### src/rtl/display_hex_scheduler.sv
// rtl/display_hex_scheduler.sv - two-digit display sequencer: seconds counter, overlay arbiter, output mux
//
// Ports:
//   i_clk, i_rst_n           clock, asynchronous active-low reset
//   i_start / i_stop         pulses: clear seconds and run / clear seconds and idle (stop wins)
//   i_pause                  level: freeze the seconds count while high
//   i_speed_valid, i_speed   pulse + 4-bit speed shown as an overlay
//   i_vol_valid, i_vol       pulse + 6-bit volume shown as an overlay
//   o_hex                    registered value 0..MAX_SEC for the hex decoder
//   o_src                    0 seconds, 1 speed overlay, 2 volume overlay
//   o_blank                  force decoder dark (pause blink when PAUSE_BLINK_EN is defined)
//   o_done                   one-cycle pulse, aligned with o_hex first showing MAX_SEC
// Optional: define PAUSE_BLINK_EN to blink the display while paused.
module display_hex_scheduler #(
   parameter int TICK_CYCLES    = 12000000,
   parameter int OVERLAY_CYCLES = 18000000,
   parameter int MAX_SEC        = 35
) (
   input  logic       i_clk,
   input  logic       i_rst_n,
   input  logic       i_start,
   input  logic       i_stop,
   input  logic       i_pause,
   input  logic       i_speed_valid,
   input  logic [3:0] i_speed,
   input  logic       i_vol_valid,
   input  logic [5:0] i_vol,
   output logic [5:0] o_hex,
   output logic [1:0] o_src,
   output logic       o_blank,
   output logic       o_done
);

   localparam int PW = (TICK_CYCLES > 1) ? $clog2(TICK_CYCLES) : 1;
   localparam int HW = (OVERLAY_CYCLES > 1) ? $clog2(OVERLAY_CYCLES) : 1;
   localparam logic [5:0]    MAX_V     = 6'(MAX_SEC);
   localparam logic [PW-1:0] PRE_LAST  = PW'(TICK_CYCLES - 1);
   localparam logic [HW-1:0] HOLD_LOAD = HW'(OVERLAY_CYCLES - 1);

   typedef enum logic [1:0] {ST_IDLE, ST_RUN, ST_PAUSE, ST_DONE} main_e;
   typedef enum logic [1:0] {OV_NONE, OV_SPEED, OV_VOL} ov_e;

   main_e         main_q, main_d;
   logic [5:0]    sec_q, sec_d;
   logic [PW-1:0] presc_q, presc_d;
   logic          hit_q, hit_d;
   ov_e           ov_q, ov_d;
   logic [HW-1:0] hold_q, hold_d;
   logic [5:0]    ov_val_q, ov_val_d;
   logic [5:0]    hex_q, hex_d;
   logic [1:0]    src_q, src_d;
   logic          done_q, done_d;
   logic [5:0]    spd_ext, spd_clamp, vol_clamp;

   always_ff @(posedge i_clk or negedge i_rst_n) begin
      if (!i_rst_n) begin
         main_q   <= ST_IDLE;
         sec_q    <= '0;
         presc_q  <= '0;
         hit_q    <= 1'b0;
         ov_q     <= OV_NONE;
         hold_q   <= '0;
         ov_val_q <= '0;
         hex_q    <= '0;
         src_q    <= '0;
         done_q   <= 1'b0;
      end else begin
         main_q   <= main_d;
         sec_q    <= sec_d;
         presc_q  <= presc_d;
         hit_q    <= hit_d;
         ov_q     <= ov_d;
         hold_q   <= hold_d;
         ov_val_q <= ov_val_d;
         hex_q    <= hex_d;
         src_q    <= src_d;
         done_q   <= done_d;
      end
   end

   // Main FSM. Counting is gated by the i_pause level itself, so the cycle
   // that enters PAUSE already freezes and the release cycle already counts.
   always_comb begin
      main_d  = main_q;
      sec_d   = sec_q;
      presc_d = presc_q;
      hit_d   = 1'b0;
      if (i_stop) begin
         main_d  = ST_IDLE;
         sec_d   = '0;
         presc_d = '0;
      end else if (i_start) begin
         main_d  = ST_RUN;
         sec_d   = '0;
         presc_d = '0;
      end else begin
         case (main_q)
            ST_IDLE: begin
               sec_d   = '0;
               presc_d = '0;
            end
            ST_RUN, ST_PAUSE: begin
               main_d = i_pause ? ST_PAUSE : ST_RUN;
               if (!i_pause) begin
                  if (presc_q == PRE_LAST) begin
                     presc_d = '0;
                     if (sec_q + 6'd1 >= MAX_V) begin
                        sec_d  = MAX_V;
                        main_d = ST_DONE;
                        hit_d  = 1'b1;
                     end else begin
                        sec_d = sec_q + 6'd1;
                     end
                  end else begin
                     presc_d = presc_q + PW'(1);
                  end
               end
            end
            default: ;
         endcase
      end
   end

   // Overlay arbiter: speed beats volume, any request restarts the hold.
   always_comb begin
      spd_ext   = {2'b00, i_speed};
      spd_clamp = (spd_ext > MAX_V) ? MAX_V : spd_ext;
      vol_clamp = (i_vol > MAX_V) ? MAX_V : i_vol;
      ov_d      = ov_q;
      hold_d    = hold_q;
      ov_val_d  = ov_val_q;
      if (i_speed_valid) begin
         ov_d     = OV_SPEED;
         ov_val_d = spd_clamp;
         hold_d   = HOLD_LOAD;
      end else if (i_vol_valid) begin
         ov_d     = OV_VOL;
         ov_val_d = vol_clamp;
         hold_d   = HOLD_LOAD;
      end else if (ov_q != OV_NONE) begin
         if (hold_q == '0) begin
            ov_d = OV_NONE;
         end else begin
            hold_d = hold_q - HW'(1);
         end
      end
   end

   // Output stage; o_done is delayed one stage so it lines up with o_hex.
   always_comb begin
      hex_d  = sec_q;
      src_d  = 2'd0;
      done_d = hit_q;
      if (ov_q == OV_SPEED) begin
         hex_d = ov_val_q;
         src_d = 2'd1;
      end else if (ov_q == OV_VOL) begin
         hex_d = ov_val_q;
         src_d = 2'd2;
      end
   end

   assign o_hex  = hex_q;
   assign o_src  = src_q;
   assign o_done = done_q;

`ifdef PAUSE_BLINK_EN
   localparam int HALF = (TICK_CYCLES / 2 > 1) ? TICK_CYCLES / 2 : 1;
   localparam int BW   = (HALF > 1) ? $clog2(HALF) : 1;
   localparam logic [BW-1:0] BLINK_LAST = BW'(HALF - 1);

   logic [BW-1:0] bcnt_q, bcnt_d;
   logic          blank_q, blank_d;

   always_ff @(posedge i_clk or negedge i_rst_n) begin
      if (!i_rst_n) begin
         bcnt_q  <= '0;
         blank_q <= 1'b0;
      end else begin
         bcnt_q  <= bcnt_d;
         blank_q <= blank_d;
      end
   end

   // Any exit from the paused/no-overlay condition restarts the pattern dark-off.
   always_comb begin
      bcnt_d  = '0;
      blank_d = 1'b0;
      if (main_q == ST_PAUSE && ov_q == OV_NONE) begin
         if (bcnt_q == BLINK_LAST) begin
            bcnt_d  = '0;
            blank_d = ~blank_q;
         end else begin
            bcnt_d  = bcnt_q + BW'(1);
            blank_d = blank_q;
         end
      end
   end

   assign o_blank = blank_q;
`else
   assign o_blank = 1'b0;
`endif

endmodule

### config.mk
export PLATFORM = sky130hd
export DESIGN_NAME = display_hex_scheduler
export DESIGN_NICKNAME = d
export VERILOG_FILES = /design/src/rtl/display_hex_scheduler.sv
export SDC_FILE = /design/constraint.sdc
export NUM_CORES = 1
export LEC_CHECK = 0
export CAP_MARGIN = 20
export CORE_ASPECT_RATIO = 0.75
export CORE_MARGIN = 2
export CORE_UTILIZATION = 58
export DETAILED_ROUTE_END_ITERATION = 8
export PLACE_DENSITY = 0.86
export SETUP_SLACK_MARGIN = 0.02
export SYNTH_ARGS = -nofsm -noshare
export SYNTH_HDL_FRONTEND = slang
export SYNTH_SLANG_ARGS = --single-unit
### constraint.sdc
create_clock -name i_clk -period 2.8 [get_ports i_clk]
set_input_delay 0.56 -clock i_clk [delete_from_list [all_inputs] [get_ports i_clk]]
set_output_delay 0.56 -clock i_clk [all_outputs]
set_load 0.01 [all_outputs]
==> results.md <==
* Syn. warnings at 0
* Final non-filler cell total at 500
* DR pass1 iterations at 4
* Layout cells sized above 1 at 9.79%
* Synth Net Count at 403
* Final Hold Vio Count at 0
* Final WL at 7980 um
* Post-CTS Repair Setup Buffers at 0
* Top cell by count, worst path: or4_4
* Slew HR at 37.8%
* Hold-fix buffers, CTS at 0
* Initial cell density of the core at 59.6%
* Tcrit/Tclk final at 89.2%
* Fraction of registers with async set/reset at 100%
* Boundary Pins at 27
* First-pass GRT wire length at 13100 um
* Syn avg cell area at 9.79 um^2
* Buffers & Inverters on Critical Path at 0
* Setup Viol. Count Final at 0
* CP required at 3040 ps
* Max Slew Vio Count at 0
* EDFF count, synth at 0
* Largest net degree at the start of global routing at 76
* Cts repair resizes at 0
* Row count at 25
* Slowest CP cell: or4_4
* Largest driver fanout on the critical path at 8
* Crit path largest cell delay at 540 ps
* Filler cells at 469
* Global router's overall resource usage at 24.6%
* Clock buffer depth at 2
* Vias per inst at 5.84
* Top sig layer: met4
* #FFs+latches synth at 75
* Synth cell types at 47
* Crit Path Class: reg2reg
* Mapped Cells at 381
* Pleak at 1.75 nW
* Fin nets at 436
* Clk_lat worst skew at 360 ps
* Htree depth at 3
* Global placement routability congestion at 0.828
* Vias in the first global route at 2691
* Synth Flop Type: dfrtp_1
* Synthesized cell area at 0.00373 mm^2
* Initial antenna violation count at 0
* Post-route ant nets at 0
* Hold Path Class: in2async
* Dpl hpwl at 5510 um
* CP arrival at 2740 ps
* RSZ-0062 raised after global routing: no
* Inserted Clock Buffers at 9
* F_max at 0.401 GHz
* Setup crit end kind: flop
* Port Buf Inserts at 25
* Dpl cells at 484
* DRC errors left at 0
* CP Cell Sequence: or4_4 -> or4_4 -> or3_1 -> nand2_1 -> xor2_1 -> nor2_1
* Largest family of logic cells by synthesized area: simple AND/OR/NAND/NOR gates
* Met2 wire length at 3640 um
* Proportion of synthesized area in mux cells at 1.78%
* N_diodes at 0
* Die W at 96.6 um
* Post-synthesis compound-gate area fraction at 9.59%
* Met3 WL post-DR at 528 um
* Area Overhead vs Synth at 15.4%
* # clock sinks at 75
* WL met1 at 3690 um
* CTS tree: yes
* Die area at 0.00709 mm^2
* DR iter-0 viols at 258
* Die extent in y at 73.5 um
* CP startpoint kind: flop
* Clk Tree Root Cell: clkbuf_8
* Final Skew at 9.70 ps
* Max-capacitance violation count at 0
* Register area share after synthesis at 50.3%
* Synth Area in Adders at 1.68%
* Core region area at 0.00626 mm^2
* Post-layout min period at 2500 ps
* WL/cell at 16.0 um
* Clock-pin slew on the worst setup and hold paths at 80 ps
* Slew @ Worst Pin at 933 ps
* Simple-gate share of the synthesized area at 25.5%
* GRT overflow at 0
* Power per cell area at 504 mW/mm^2
* Routed via count at 2920
* Status: completed
* Post-synthesis xor/xnor area fraction at 9.16%
* Crit-path leading delay family: simple AND/OR/NAND/NOR gates
* VDD IR-drop max at 0.281 mV
* Setup total negative slack at 0 ps
power by group:
group / internal [mW] / leakage, nW / switching (mW)
Combinational: 0.0744 / 0.690 / 0.101
Sequential: 1.11 / 0.959 / 0.0155
Clock: 0.427 / 0.102 / 0.445
Total: 1.61 / 1.75 / 0.562
routing by layer:
layer,vias to the layer above,global-route usage [%]
met5,-,0
met4,0,8.14
met3,10,7.28
met2,93,36.8
met1,1411,34.6
li1,1406,-
sequential cells by signal, indices dropped and copies added, names as in the netlist:
register	flops
ov_q	2
sec_q	6
o_done	1
done_d	1
presc_q	24
o_hex	6
hold_q	25
o_src	2
main_q	2
ov_val_q	6
cell usage after synthesis (all sizes together), types with 2 or more instances:
| library cell | n | area, um^2 |
|---|---|---|
| a22o | 3 | 26.3 |
| nor3b | 2 | 15.0 |
| a21oi | 10 | 50.1 |
| nand4 | 7 | 43.8 |
| o22ai | 3 | 18.8 |
| buf | 2 | 12.5 |
| nor2b | 4 | 25.0 |
| nand2 | 40 | 150 |
| a21o | 3 | 22.5 |
| ha | 5 | 62.6 |
| and3 | 10 | 62.6 |
| o31ai | 7 | 66.3 |
| or3 | 7 | 43.8 |
| nand3 | 21 | 105 |
| nor2 | 53 | 199 |
| nor3 | 10 | 50.1 |
| a22oi | 3 | 22.5 |
| and2 | 5 | 31.3 |
| a31o | 2 | 17.5 |
| or4 | 4 | 37.5 |
| o21ai | 15 | 75.1 |
| dfrtp | 75 | 1880 |
| xor2 | 24 | 210 |
| mux2 | 5 | 56.3 |
| nor4 | 8 | 50.1 |
| nor4b | 3 | 26.3 |
| inv | 5 | 18.8 |
| nand4b | 2 | 17.5 |
| clkbuf | 10 | 37.5 |
| or2 | 3 | 18.8 |
| xnor2 | 15 | 131 |
| and4 | 3 | 26.3 |
logic make-up after synthesis:
kind of cell             after synthesis
AO/OA/AOI/OAI                         52
XOR/XNOR                              39
adder cells (fa/ha/maj)                5
buffers and inverters                 17
flip-flops                            75
multiplexers                           6
other                                  1
AND/OR/NAND/NOR                      186
placed cells by master, fill, tap and decap left out, types with 4 or more instances in the layout:
cell type        instances
dfrtp_1                 75
nor2_1                  53
nand2_1                 40
xor2_1                  24
clkdlybuf4s50_1         24
nand3_1                 21
o21ai_0                 15
xnor2_1                 15
a21oi_1                 10
and3_1                  10
nor3_1                  10
buf_4                   10
clkbuf_8                 9
nor4_1                   8
nand4_1                  7
or3_1                    7
o31ai_1                  6
inv_1                    5
mux2_2                   5
and2_1                   5
ha_1                     5
nor2b_1                  4
layout make-up:
cell class | count | area, um^2 | area share, %
Clock buffer | 9 | 124 | 2.88
Clock inverter | 7 | 83.8 | 1.95
Multi-Input combinational cell | 289 | 1780 | 41.5
Inverter | 5 | 18.8 | 0.436
Timing Repair Buffer | 34 | 315 | 7.33
Tap cell | 81 | 101 | 2.35
Sequential cell | 75 | 1880 | 43.6
per-stage QoR:
step / setup slack (ps) / utilization, % / hold WS, ps / total power, mW / area, um^2
2_1_floorplan: 496 / - / 264 / 1.23 / 3730
3_3_place_gp: 382 / 65.5 / 333 / 1.31 / 4100
3_5_place_dp: 332 / 65.5 / 336 / 1.32 / 4100
4_1_cts: 309 / 68.8 / 355 / 2.19 / 4300
5_1_grt: 227 / 68.8 / 364 / 2.26 / 4300
6_report: 304 / 68.8 / 319 / 2.17 / 4300
worst paths after layout:
kind / from / end / slack, ps / cells past startpoint
worst max-delay path: hold_q[19] / hold_q[21] / 300 / 6
worst min-delay path: i_rst_n / hold_q[11] / 320 / 1
worst max register to register: hold_q[19] / hold_q[21] / 300 / 6
worst min register to register: done_d / o_done / 350 / 0
max in group asynchronous: i_rst_n / presc_q[16] / 1860 / 1
min in group i_clk: done_d / o_done / 350 / 0
(Power assumes the default switching activity.)
==> RTL change 1, RTL diff (config.mk and constraints unchanged) <==
Remove the register `src_q`: a continuous assignment takes its place, so the output `o_src` follows one clock earlier.
--- a/src/rtl/display_hex_scheduler.sv
+++ b/src/rtl/display_hex_scheduler.sv
@@ -63,5 +63,4 @@
          ov_val_q <= '0;
          hex_q    <= '0;
-         src_q    <= '0;
          done_q   <= 1'b0;
       end else begin
@@ -74,8 +73,9 @@
          ov_val_q <= ov_val_d;
          hex_q    <= hex_d;
-         src_q    <= src_d;
          done_q   <= done_d;
       end
    end
+
+   assign src_q = src_d;
 
    // Main FSM. Counting is gated by the i_pause level itself, so the cycle
Behaviour: not the same (a bounded check fails within 4 cycles, from zero or initial values and one cycle with i_rst_n low).
==> RTL change 1 against the original RTL <==
Worst hold slack worse by 0.057 ns. Synthesized area is 2.4% higher. Design area is 1.1% higher. Sequential cell count is 2 lower. Non-clock buffer count is 2 higher. Total power is 9.7% lower. Critical endpoint is now hold_q[4]. Routed wire length is 6.2% higher. Setup slack worse by 0.072 ns. Fmax is 2.8% lower.
==> RTL change 1: results (changes against the original RTL) <==
[yosys]
synth_commonest_cells=dfrtp_1 (73), nor2_1 (60), nand2_1 (56)
synth_mux_area_share_pct=1.70  ; -0.075 points
yosysWarnings=0  ; unchanged
synthAdderAreaFrac_pct=1.64  ; -0.040 points
syn_nets=444  ; +10%
synthTopCellsByArea=dfrtp_1 (48%), nor2_1 (5.9%), nand2_1 (5.5%)
synth_xor_area_share_pct=8.02  ; -1.1 points
synthDistinctLibCells=51  ; +8.5%
synth_seq_area_share_pct=47.8  ; -2.5 points
async_flop_share_pct=100  ; unchanged
synth-compound-area-share_pct=9.99  ; +0.39 points

[worst_setup_path]
cp-startpoint=hold_q[21]
cp_max_fo=13  ; +5
worstPathArrival_ns=2.81  ; +0.07 ns
reg2reg_slack_ns=0.23  ; -0.07 ns

[cts]
postCtsHoldBufs=0  ; unchanged
cts_buffers=9  ; unchanged
ctsResizeCount=0  ; unchanged
htreeDepth=3  ; unchanged
clk_transition_reported_paths_ns=0.08  ; about the same
root_buffer=clkbuf_8
clock_latency_ns=0.35
cts_buffer_depth=2  ; unchanged
post_cts_buffers=0  ; unchanged

[finish]
top_regs=hold_q (25), presc_q (24)
final_nets=477  ; +9.4%
n_fill_cell=511  ; +9.0%
drive_gt1_share_pct=8.26  ; -1.5 points
n_antenna_cell=0  ; unchanged

[power]
ir_worst_vdd_uv=255  ; -9.3%
power_leakage_nw=1.73  ; -1.1%

[placed_design]
dp_hpwl_mm=6.00  ; +8.8%
place.gp.congestion=0.979  ; +18%
numPortBuffers=25  ; unchanged
placed_cell_area_um2=4200  ; +2.5%

[worst_hold_path]
min_path_type=input pin to asynchronous set/reset pin

[timing]
clock_skew_ns=0.0134  ; +0.00369 ns
worstMarginPinSlew_ns=0.722  ; -0.210 ns

[detailed_routing]
routed_wl_mm=8.47  ; +6.2%
first_pass_iters=5  ; +1
vias=3275  ; +12%
drt-initial-drc-count=243  ; -5.8%

[status]
outcome=finished clean

[global_route]
grt_pass1_vias=3055  ; +14%
grt_pass1_wl_mm=14.6  ; +11%
grt_use_total_pct=25.3  ; +0.71 points
antenna_found_initial=0  ; unchanged
grt_max_degree=43  ; -43%

[RTL change 1: final timing paths]
path / cells past startpoint / endpoint
hold / removal: 1 / hold_q[20]
min in group i_clk: 0 / o_done
setup / recovery: 6 / hold_q[4]
setup reg to reg: 6 / hold_q[4]
hold reg to reg: 0 / o_done
max in group asynchronous: 2 / sec_q[5]
[RTL change 1: metrics by stage]
step	std cells	power [W]	utilization (%)	setup WS [ns]	hold slack, ns
finish	541	0.00196	68.6	0.232	0.261
global route	541	0.00204	68.6	0.0407	0.340
CTS	541	0.00197	68.6	0.272	0.291
detailed placement	525	0.00128	66.1	0.211	0.344
global placement	525	0.00128	66.1	0.297	0.334
floorplan	422	0.00119	-	0.530	0.264
[RTL change 1: worst max-delay path, cell delays in order (launching register included)]
cell and delay (ns):
dfrtp_1 0.43, or4_4 0.58, or4_4 0.47, o31ai_4 0.52, or4_1 0.21, xor2_1 0.18, nand2_1 0.07
[RTL change 1: power breakdown]
part	switching, W	internal (W)	total [W]	leakage, nW
logic	0.000103	0.0000729	0.000175	0.714
clock network	0.000379	0.000317	0.000696	0.0839
registers	0.0000121	0.00107	0.00109	0.934
total	0.000494	0.00146	0.00196	1.73
[RTL change 1: layout make-up]
cell class	count	area (um^2)	area share, %
Clock buffer	12	135	3.10
Timing Repair Buffer	36	340	7.82
Multi-Input combinational cell	324	1890	43.4
Sequential cell	73	1830	42.0
Tap cell	81	101	2.33
Inverter	11	41.3	0.949
Clock inverter	4	20.0	0.460
[RTL change 1: layer usage]
metal | routed length (um) | track usage [%] | up-vias
li1 | - | - | 1533
met1 | 4200 | 38.1 | 1605
met2 | 3670 | 37.7 | 124
met3 | 492 | 5.26 | 13
met4 | 110 | 7.25 | 0
met5 | 0 | 0 | -
==> RTL change 2, RTL diff (config.mk and constraints unchanged) <==
Without the edit above. Build with the macro `PAUSE_BLINK_EN` defined.
--- a/src/rtl/display_hex_scheduler.sv
+++ b/src/rtl/display_hex_scheduler.sv
@@ -12,4 +12,6 @@
 //   o_done                   one-cycle pulse, aligned with o_hex first showing MAX_SEC
 // Optional: define PAUSE_BLINK_EN to blink the display while paused.
+`define PAUSE_BLINK_EN
+
 module display_hex_scheduler #(
    parameter int TICK_CYCLES    = 12000000,
Function: same outputs for any inputs over 10 cycles, from zero or initial values and one cycle with i_rst_n low; that may be too few to reach the edited logic, so the function may still have changed.
==> RTL change 2 against the original RTL <==
First-iteration DRC count is 59% higher. Design area rose by 35%. Sequential power rose by 31%. Fmax decreased by 6.6%. Routed wire length is 40% higher. Critical path type unchanged. Sequential cell count up 24. Largest cell class unchanged. Count of clock-buffer cells in the layout is the same. Sequential share of layout area fell by 0.88 points. Total power increased by 38%. Synthesized area grew 36%. Combinational power barely moved. Setup slack worse by 0.18 ns.
==> RTL change 2: results (changes against the original RTL) <==
[worst_setup_path]
r2r-end=hold_q[19]
cp_max_fo=11  ; +3
reg2reg_slack_ns=0.13  ; -0.18 ns
r2r_cells=5  ; -1
worstPathArrival_ns=2.95  ; +0.21 ns

[placed_design]
numPortBuffers=26  ; +4.0%
place.gp.congestion=0.935  ; +13%
dp.cells=663  ; +37%

[yosys]
synthTopCellsByArea=dfrtp_1 (49%), nor2_1 (5.3%), xor2_1 (4.7%)
syn_nets=558  ; +38%
synth_seq_area_share_pct=49.0  ; -1.3 points
synthDistinctLibCells=57  ; +21%
postSynthCellCount=534  ; +40%

[global_route]
grt_pass1_wl_mm=19.2  ; +47%
grt_max_degree=40  ; -47%
grt_use_total_pct=25.2  ; +0.62 points

[power]
power_leakage_nw=2.28  ; +30%

[detailed_routing]
vias_per_cell=6.28  ; +7.6%
drt-initial-drc-count=409  ; +59%
vias=4267  ; +46%

[timing]
clock_skew_ns=0.00886  ; -0.000835 ns

[finish]
final_nets=590  ; +35%
drive_gt1_share_pct=8.41  ; -1.4 points

[cts]
root_buffer=clkbuf_16

[status]
outcome=finished clean

-- RTL change 2: cell count changes after synthesis, sizes merged, moves of 5 or more --
cell	delta
dfrtp	+24
nor2	+19
o21ai	+15
nand3	+12
nand4	+12
or3	+11
inv	+10
a21oi	+8
nor3	+6
nor4	+6
o31ai	-6
a31oi	+5
and4	+5
-- RTL change 2: cell families (layout without fill, tap and decap cells) --
group | after synthesis | count (layout) | share of synthesized area [%]
simple gates | 266 | 266 | 27.8
flops | 99 | 99 | 49.0
buf+inv | 30 | 67 | 2.52
xor+xnor | 45 | 45 | 7.79
compound gates | 84 | 84 | 10.5
mux | 3 | 3 | 0.643
fa+ha+maj | 7 | 7 | 1.73
-- RTL change 2: worst max path at each step --
stage                    start    endpoint  slack, ns  depth (start not counted)
floorplan           hold_q[11]  hold_q[15]       0.33                          6
global placement    hold_q[11]  hold_q[19]       0.20                          5
detailed placement  hold_q[11]  hold_q[19]       0.15                          5
CTS                 hold_q[11]  hold_q[19]       0.15                          5
global route         hold_q[0]   hold_q[6]       0.03                          7
finish              hold_q[11]  hold_q[19]       0.13                          5
-- RTL change 2: final cells by class --
class                      instances  area [um^2]
fill                             612         2660
sequential                        99         2480
multi-input combinational        405         2460
timing repair buffer              36          345
clock buffer                       9          225
tap                              108          135
clock inverter                     7         98.8
inverter                          15         56.3
-- RTL change 2: power groups by stage --
stage          Combinational (W)  Sequential, W  Clock [W]
2_1_floorplan          0.0000737        0.00149          0
3_3_place_gp            0.000171        0.00149          0
3_5_place_dp            0.000176        0.00149          0
4_1_cts                 0.000177        0.00147    0.00136
5_1_grt                 0.000195        0.00147    0.00143
6_report                0.000176        0.00147    0.00135
-- RTL change 2: timing repair --
action	CTS	global route
setup buffers	0	0
setup endpoints to repair	0	2
resized for setup	0	1
-- RTL change 2: critical path, cell delays in order, from the launching register on --
cell     delay [ns]
dfrtp_1        0.39
or4_4          0.57
or4_4          0.46
or3_1          0.53
or3_2          0.49
a21oi_1        0.15
-- RTL change 2: metrics by stage --
step	power (W)	cell area, um^2	hold slack [ns]	worst slack (ns)
2_1_floorplan	0.00157	5060	0.264	0.334
3_3_place_gp	0.00166	5470	0.335	0.197
3_5_place_dp	0.00167	5470	0.350	0.147
4_1_cts	0.00300	5790	0.175	0.145
5_1_grt	0.00310	5800	0.202	0.0264
6_report	0.00299	5800	0.169	0.129
-- RTL change 2: metal layers --
| layer | share of wire, % | global-route usage, % | wire length, um |
|---|---|---|---|
| met4 | 2.1 | 9.32 | 237 |
| met3 | 7.7 | 6.43 | 854 |
| met1 | 43 | 33.3 | 4820 |
| met2 | 47 | 40.8 | 5230 |
| met5 | 0 | 0 | 0 |
